===== src/rtl/nibble_serial_adder_ctrl.sv =====
// nibble_serial_adder_ctrl
//   Wide add/subtract (W = 4*NIBBLES bits) built by time-sharing one 4-bit
//   ripple-carry slice, one nibble per clock, least significant nibble first.
//   Operands are captured on an accepted START. The carry is carried from one
//   nibble to the next through a register. The result is flagged by a
//   one-cycle DONE pulse.
//
// Ports
//   CLK    in   1  rising-edge clock
//   RST_N  in   1  asynchronous active-low reset
//   START  in   1  request strobe, accepted only in IDLE or DONE
//   SUB    in   1  0: A+B+CIN, 1: A-B (CIN ignored)
//   CIN    in   1  carry-in for add
//   A      in   W  operand A
//   B      in   W  operand B
//   BUSY   out  1  nibbles being processed
//   DONE   out  1  one-cycle result-valid pulse
//   SUM    out  W  result (valid from DONE until the next accepted START)
//   COUT   out  1  carry out of the MSB (subtract: 1 = no borrow)
//   OVF    out  1  two's-complement overflow

// 4-bit ripple-carry adder slice.
module nsa_slice (
  input  logic [3:0] a,
  input  logic [3:0] b,
  input  logic       ci,
  output logic [3:0] s,
  output logic       co
);
  logic [4:0] c;

  assign c[0] = ci;

  for (genvar gi = 0; gi < 4; gi++) begin : g_fa
    assign s[gi]   = a[gi] ^ b[gi] ^ c[gi];
    assign c[gi+1] = (a[gi] & b[gi]) | (c[gi] & (a[gi] ^ b[gi]));
  end

  assign co = c[4];
endmodule

module nibble_serial_adder_ctrl #(
  parameter int NIBBLES = 4
) (
  input  logic                 CLK,
  input  logic                 RST_N,
  input  logic                 START,
  input  logic                 SUB,
  input  logic                 CIN,
  input  logic [4*NIBBLES-1:0] A,
  input  logic [4*NIBBLES-1:0] B,
  output logic                 BUSY,
  output logic                 DONE,
  output logic [4*NIBBLES-1:0] SUM,
  output logic                 COUT,
  output logic                 OVF
);
  localparam int W  = 4 * NIBBLES;
  // Keep the counter at least one bit wide so NIBBLES=1 still elaborates.
  localparam int CW = (NIBBLES > 1) ? $clog2(NIBBLES) : 1;
  localparam logic [CW-1:0] LAST_NIB = CW'(NIBBLES - 1);

  typedef enum logic [1:0] {
    S_IDLE = 2'd0,
    S_RUN  = 2'd1,
    S_DONE = 2'd2
  } state_t;

  state_t state_reg, state_next;

  logic [W-1:0]  a_reg;
  logic [W-1:0]  b_reg;      // already inverted for subtract
  logic [W-1:0]  sum_reg, sum_next;
  logic [CW-1:0] cnt_reg;
  logic          carry_reg;
  logic          cout_reg;
  logic          ovf_reg;

  logic          accept;
  logic          last_nib;
  logic [3:0]    a_nib [NIBBLES];
  logic [3:0]    b_nib [NIBBLES];
  logic [3:0]    a_cur, b_cur;
  logic [3:0]    slice_sum;
  logic          slice_cout;

  // START is honoured only when no operation is in flight.
  assign accept   = START && ((state_reg == S_IDLE) || (state_reg == S_DONE));
  assign last_nib = (cnt_reg == LAST_NIB);

  // Split the latched operands into nibbles. The counter then selects the
  // nibble that feeds the slice.
  for (genvar gi = 0; gi < NIBBLES; gi++) begin : g_nib
    assign a_nib[gi] = a_reg[4*gi +: 4];
    assign b_nib[gi] = b_reg[4*gi +: 4];
  end

  assign a_cur = a_nib[cnt_reg];
  assign b_cur = b_nib[cnt_reg];

  nsa_slice u_slice (
    .a  (a_cur),
    .b  (b_cur),
    .ci (carry_reg),
    .s  (slice_sum),
    .co (slice_cout)
  );

  // ---------------- FSM: state register ----------------
  always_ff @(posedge CLK or negedge RST_N) begin
    if (!RST_N) begin
      state_reg <= S_IDLE;
    end else begin
      state_reg <= state_next;
    end
  end

  // ---------------- FSM: next state ----------------
  always_comb begin
    state_next = state_reg;
    case (state_reg)
      S_IDLE:  state_next = START ? S_RUN : S_IDLE;
      S_RUN:   state_next = last_nib ? S_DONE : S_RUN;
      S_DONE:  state_next = START ? S_RUN : S_IDLE;
      default: state_next = S_IDLE;
    endcase
  end

  // ---------------- FSM: outputs ----------------
  always_comb begin
    BUSY = 1'b0;
    DONE = 1'b0;
    case (state_reg)
      S_RUN:   BUSY = 1'b1;
      S_DONE:  DONE = 1'b1;
      default: ;
    endcase
  end

  // Merge the current slice result into the nibble that the counter selects.
  always_comb begin
    sum_next = sum_reg;
    if (state_reg == S_RUN) begin
      for (int i = 0; i < NIBBLES; i++) begin
        if (cnt_reg == CW'(i)) begin
          sum_next[4*i +: 4] = slice_sum;
        end
      end
    end
  end

  // ---------------- Datapath ----------------
  always_ff @(posedge CLK or negedge RST_N) begin
    if (!RST_N) begin
      a_reg     <= '0;
      b_reg     <= '0;
      sum_reg   <= '0;
      cnt_reg   <= '0;
      carry_reg <= 1'b0;
      cout_reg  <= 1'b0;
      ovf_reg   <= 1'b0;
    end else if (accept) begin
      // Subtract is A + ~B + 1: invert B once here and seed the carry with 1.
      a_reg     <= A;
      b_reg     <= SUB ? ~B : B;
      carry_reg <= SUB ? 1'b1 : CIN;
      cnt_reg   <= '0;
    end else if (state_reg == S_RUN) begin
      sum_reg   <= sum_next;
      carry_reg <= slice_cout;
      if (last_nib) begin
        cnt_reg  <= '0;
        // The flags come straight from the final slice, so they are valid
        // in the same cycle as DONE.
        cout_reg <= slice_cout;
        ovf_reg  <= (a_reg[W-1] == b_reg[W-1]) && (slice_sum[3] != a_reg[W-1]);
      end else begin
        cnt_reg  <= cnt_reg + 1'b1;
      end
    end
  end

  assign SUM  = sum_reg;
  assign COUT = cout_reg;
  assign OVF  = ovf_reg;

endmodule

===== config.mk =====
export PLATFORM = sky130hd
export DESIGN_NAME = nibble_serial_adder_ctrl
export DESIGN_NICKNAME = d
export VERILOG_FILES = /design/src/rtl/nibble_serial_adder_ctrl.sv
export SDC_FILE = /design/constraint.sdc
export NUM_CORES = 1
export LEC_CHECK = 0
export CAP_MARGIN = 0
export CORE_MARGIN = 1
export CORE_UTILIZATION = 45
export DETAILED_ROUTE_END_ITERATION = 10
export MAX_ROUTING_LAYER = met4
export PLACE_DENSITY = 0.82
export SLEW_MARGIN = 0
export SYNTH_ARGS = -nofsm -noshare
export SYNTH_HDL_FRONTEND = slang
export SYNTH_SLANG_ARGS = --single-unit

===== constraint.sdc =====
create_clock -name CLK -period 3.2 [get_ports CLK]
set_input_delay 0.48 -clock CLK [delete_from_list [all_inputs] [get_ports CLK]]
set_output_delay 0.48 -clock CLK [all_outputs]
set_load 0.05 [all_outputs]

==> key figures, run 1 <==
Run status
  • Outcome: finished clean

Timing
  • WHS: 236.6 ps
  • Slew @ Worst Pin: 841.3 ps
  • Setup violators final: 0
  • Minimum clock period: 3016 ps
  • Skew final: 6.028 ps
  • Final period util: 94.26%
  • Max Slew Vio Count: 0
  • Hold Vio Cnt, Final: 0
  • Slew HR: 43.74%
  • PnR worst setup slack: 183.5 ps
  • Setup TNS: 0 ps
  • Fmax achieved: 331.5 MHz
  • RSZ-0062 raised after global routing: false

Clocking
  • Clk root buf: clkbuf_8
  • Clk Latency, worst-skew pair: 300 ps
  • # hold bufs at CTS: 0
  • Sink Count: 55
  • CTS Buffer Depth: 2
  • CTS tree: done
  • Clk slew on worst S/H paths: 90 ps
  • Maximum level of the CTS H-tree: 2
  • CTS buffer count: 5

Yosys
  • Ranking of synthesized cells by instance count: 55 x dfrtp_1, 27 x nand2_1, 26 x o21ai_0, 16 x xnor2_1, 13 x mux2_4
  • Top cell type's share of synthesized area: 52.91%
  • Seq cells post-synth: 55
  • Yosys top cell by area: dfrtp_1
  • Top-count cell post-synth: dfrtp_1
  • Synthesized area: 2601 um^2
  • Avg Cell Area, Syn: 12.88 um^2
  • Synth warnings: 0
  • Synth cell types: 24
  • Top cells by area, synth: dfrtp_1 53%, mux2_4 7.5%, mux4_2 6.9%, xnor2_1 5.4%, o21ai_0 5.0%
  • Post-Syn Nets: 247
  • Post-synth EDFFs: 0
  • Asr flop ratio synth: 100.0%
  • Main synth FF type: dfrtp_1
  • Cells after Synth: 202
  • Sequential area share after synthesis: 52.91%

Cells and area
  • Design area: 3314 um^2
  • Antenna cell count: 0
  • Fraction of layout instances using a drive strength above 1: 19.01%
  • Post-Route Utilization: 59.82%
  • Layout net count: 307
  • Layout area overhead: 27.42%

Floorplan
  • Rows: 27
  • Die Ht: 78.03 um
  • Die W: 78.03 um
  • DIE AREA: 6089 um^2
  • Starting Density: 46.95%
  • I/O pins: 57
  • CORE AREA: 5540 um^2

Worst hold path
  • HP Class: input pin to asynchronous set/reset pin

GRT
  • Largest net degree at the start of global routing: 36
  • GRT Overall Usage: 18.18%
  • Initial antenna violation count: 0
  • First-pass GRT wire length: 8.252 mm
  • Vias in the first global route: 1809
  • GRT overflow: 0

Drt
  • DRT antenna net count: 0
  • Via count: 1657
  • Drt pass-1 iters: 4
  • Drt drc: 0
  • DR iter-0 viols: 85
  • Drt total wl: 4.705 mm
  • Routed len/inst: 14.04 um
  • Post-DR vias/cell: 4.946

Place
  • DP Area: 3226 um^2
  • Port bufs: 56
  • GP Congestion: 0.8066
  • Place WS: 116.6 ps
  • Dpl hpwl: 3.717 mm

Power and ir drop
  • Power Density: 1156 nW/um^2
  • Peak supply drop: 636.9 uV
  • Lkg Pwr: 0.001451 uW

Critical path
  • CP max FO: 4
  • Type of the worst setup path: register to register
  • Arr. time, crit path: 3240 ps
  • Worst setup EP type: register
  • Crit path required time: 3430 ps
  • CP startpoint kind: register

Flow run
  • Max-Cap Viols: 0
==> routing by layer <==
metal / vias to the layer above / track usage [%] / routed length (um)
li1: 800 / - / -
met1: 800 / 21.61 / 2047
met2: 45 / 29.73 / 2335
met3: 12 / 4.884 / 184
met4: 0 / 7.037 / 138
met5: - / - / 0
==> through the flow <==
stage | cells | power, uW
4_1_cts | 335 | 3863
2_1_floorplan | 202 | 2782
5_1_grt | 335 | 4130
6_report | 335 | 3831
3_3_place_gp | 327 | 3389
3_5_place_dp | 327 | 3484
==> layout make-up <==
| class | instances | area (um^2) |
|---|---|---|
| fill | 464 | 2226 |
| sequential | 55 | 1378 |
| multi-input combinational | 126 | 1112 |
| timing repair buffer | 63 | 608.1 |
| tap | 72 | 90.09 |
| clock buffer | 6 | 72.57 |
| inverter | 11 | 41.29 |
| clock inverter | 2 | 12.51 |
==> kinds of logic after synthesis <==
logic type	Yosys count	synth area share [%]
xor gates and xnor gates	16	5.387
AOI/OAI and AO/OA	30	6.061
DFF	55	52.91
and+or+nand+nor	40	6.927
muxes	32	19.19
adders and majority gates	8	5.003
buffers and inverters	21	4.521
==> power by group <==
part,switching [uW],internal (uW),total (uW)
clock,210,153,364
combinational,1200,1010,2210
sequential,214,1050,1260
==> critical path: stages (launching register included) <==
cell and delay, ps:
dfrtp_2 420, mux4_2 540, fa_2 370, inv_1 80, fa_1 170, inv_1 50, fa_1 350, inv_1 80
fa_1 420, or3_1 310, a31oi_1 160
==> worst paths after layout <==
check,startpoint,end,slack [ps],cells after the start
max in group asynchronous,RST_N,SUM[9],2210,2
hold reg to reg,SUM[9],SUM[9],490,2
setup reg to reg,cnt_reg[0],OVF,180,10
min in group CLK,SUM[9],SUM[9],490,2
hold / removal,RST_N,a_reg[7],240,1
setup / recovery,cnt_reg[0],OVF,180,10
==> placed cells by master (no fill, tap or decap), types with 5 or more instances in the layout <==
master and n:
inv_1 11, buf_4 7, mux2_2 11, mux4_2 8, xnor2_1 16, clkdlybuf4s50_1 55, o21ai_0 26, dfrtp_1 54
clkbuf_8 5, nand2_1 27, mux2_4 13
==> what timing repair did <==
action	4_1_cts	5_1_grt
resized for setup	0	2
buffers inserted	0	0
setup endpoints to repair	0	1
(Power assumes the default switching activity.)
==> inputs of run 2 (changes only) <==
RECOVER_POWER = 25   (was default)
==> key figures, run 2 (same netlist as run 1, synthesis figures left out) <==
Run status
  • Outcome: finished, violations left
  • Failing checks: max-capacitance violations, max-slew violations

Clocking
  • Post-CTS Setup Inserts: 0 (unchanged)
  • CTS tree: done
  • # hold bufs at CTS: 0 (unchanged)
  • CTS buffer count: 5 (unchanged)
  • Clk Latency, worst-skew pair: 300 ps (about the same)
  • Sink Count: 55 (unchanged)
  • Resized Gates After CTS: 0 (unchanged)
  • Maximum level of the CTS H-tree: 2 (unchanged)
  • Clk root buf: clkbuf_8
  • Clk slew on worst S/H paths: 90 ps (about the same)
  • CTS Buffer Depth: 2 (unchanged)

Timing
  • Final period util: 94.26% (unchanged)
  • Hold Vio Cnt, Final: 0 (unchanged)
  • RSZ-0062 raised after global routing: false
  • Max Slew Vio Count: 36 (+36)
  • Fmax achieved: 331.5 MHz (unchanged)
  • Setup TNS: 0 ps (unchanged)
  • Minimum clock period: 3016 ps (unchanged)
  • Skew final: 6.028 ps (+0.00002000 ps)
  • Setup violators final: 0 (unchanged)
  • PnR worst setup slack: 183.5 ps (unchanged)
  • Slew @ Worst Pin: 1814 ps (+972.4 ps)
  • Slew HR: -20.91% (-65 points)

Power and ir drop
  • Power Density: 1156 nW/um^2 (about the same)
  • Lkg Pwr: 0.001448 uW (-0.19%)
  • Peak supply drop: 636.9 uV (unchanged)

Drt
  • Drt pass-1 iters: 4 (unchanged)
  • Drt total wl: 4.704 mm (about the same)
  • Post-DR vias/cell: 4.946 (unchanged)
  • Drt drc: 0 (unchanged)
  • DRT antenna net count: 0 (unchanged)
  • DR iter-0 viols: 85 (unchanged)
  • Routed len/inst: 14.04 um (about the same)
  • Via count: 1657 (unchanged)

Worst hold path
  • Hold Path Stages: 2
  • Hold Path End: SUM[9]
  • Hold path start: SUM[9]
  • HP Class: register to register

Floorplan
  • I/O pins: 57 (unchanged)
  • Rows: 27 (unchanged)
  • Die Ht: 78.03 um (unchanged)
  • Die W: 78.03 um (unchanged)
  • DIE AREA: 6089 um^2 (unchanged)
  • CORE AREA: 5540 um^2 (unchanged)
  • Starting Density: 46.95% (unchanged)

Critical path
  • CP startpoint kind: register
  • Reg2reg start: cnt_reg[0]
  • Slowest stage delay, CP: 540 ps (about the same)
  • Type of the worst setup path: register to register
  • Flop-to-flop setup slack: 180 ps (about the same)
  • FF-to-FF End: OVF
  • Worst Reg-to-Reg Cells: 10 (unchanged)
  • CP max FO: 4 (unchanged)
  • CP cell instances: mux4_2 -> fa_2 -> inv_1 -> fa_1 -> inv_1 -> fa_1 -> inv_1 -> fa_1 -> or3_1 -> a31oi_1
  • Arr. time, crit path: 3240 ps (about the same)
  • Crit path required time: 3430 ps (about the same)
  • Worst setup EP type: register
  • CP max stage cell: mux4_2

Place
  • Dpl hpwl: 3.717 mm (unchanged)
  • Place WS: 116.6 ps (unchanged)
  • Port bufs: 56 (unchanged)
  • GP Congestion: 0.8066 (unchanged)

GRT
  • Vias in the first global route: 1809 (unchanged)
  • Largest net degree at the start of global routing: 36 (unchanged)
  • GRT Overall Usage: 18.18% (unchanged)
  • Initial antenna violation count: 0 (unchanged)
  • First-pass GRT wire length: 8.252 mm (unchanged)
  • GRT overflow: 0 (unchanged)

Cells and area
  • Layout area overhead: 27.37% (about the same)
  • Antenna cell count: 0 (unchanged)
  • Layout net count: 307 (unchanged)
  • Fraction of layout instances using a drive strength above 1: 18.63% (-0.38 points)
  • Most frequent cells in the layout: 55 x clkdlybuf4s50_1, 54 x dfrtp_1, 27 x nand2_1, 26 x o21ai_0, 16 x xnor2_1
  • Commonest non-fill, non-tap cell in the layout: clkdlybuf4s50_1

Flow run
  • Max-Cap Viols: 1 (+1)
[run 2: cell types whose count changed in the layout (fill, tap and decap cells not counted), sizes merged]
cell | before | now
buf | 8 | 7
clkbuf | 6 | 7
[run 2: worst max-delay path by stage]
stage,start,slack [ps],depth (start not counted),endpoint
2_1_floorplan,cnt_reg[0],30,11,OVF
4_1_cts,cnt_reg[0],60,10,OVF
3_5_place_dp,cnt_reg[0],120,10,OVF
6_report,cnt_reg[0],180,10,OVF
3_3_place_gp,cnt_reg[0],220,10,OVF
5_1_grt,cnt_reg[0],40,10,OVF
[run 2: through the flow]
| stage | hold WS (ps) | std cells | power [uW] | instance area (um^2) | utilization, % |
|---|---|---|---|---|---|
| after global placement | 456.5 | 327 | 3389 | 3226 | 58.22 |
| after detailed placement | 470.7 | 327 | 3484 | 3226 | 58.22 |
| final | 486.5 | 335 | 3831 | 3313 | 59.80 |
| after floorplan | 184.4 | 202 | 2782 | 2601 | - |
| after CTS | 254.3 | 335 | 3863 | 3311 | 59.76 |
| after global routing | 518.9 | 335 | 4130 | 3313 | 59.80 |
[run 2: cell type report]
class / count / area, um^2
clock buffer: 6 / 72.57
fill: 463 / 2227
multi-input combinational: 126 / 1112
sequential: 55 / 1378
inverter: 11 / 41.29
timing repair buffer: 63 / 606.8
clock inverter: 2 / 12.51
tap: 72 / 90.09
[run 2: worst max-delay path, delay by kind of cell (launching register included)]
kind            cells  cell delay (ps)
simple gates        1              310
mux                 1              540
flops               1              420
buf+inv             3              210
compound gates      1              160
fa+ha+maj           4             1310
[run 2: where the power goes]
group / switching (uW) / internal, uW
registers: 214 / 1050
clock network: 210 / 153
logic: 1200 / 1010
total: 1620 / 2210
[run 2: routing by layer]
| metal | GRT usage [%] | wire (um) |
|---|---|---|
| met1 | 21.61 | 2046 |
| met2 | 29.73 | 2335 |
| met3 | 4.884 | 183 |
| met4 | 7.037 | 138 |
| met5 | - | 0 |
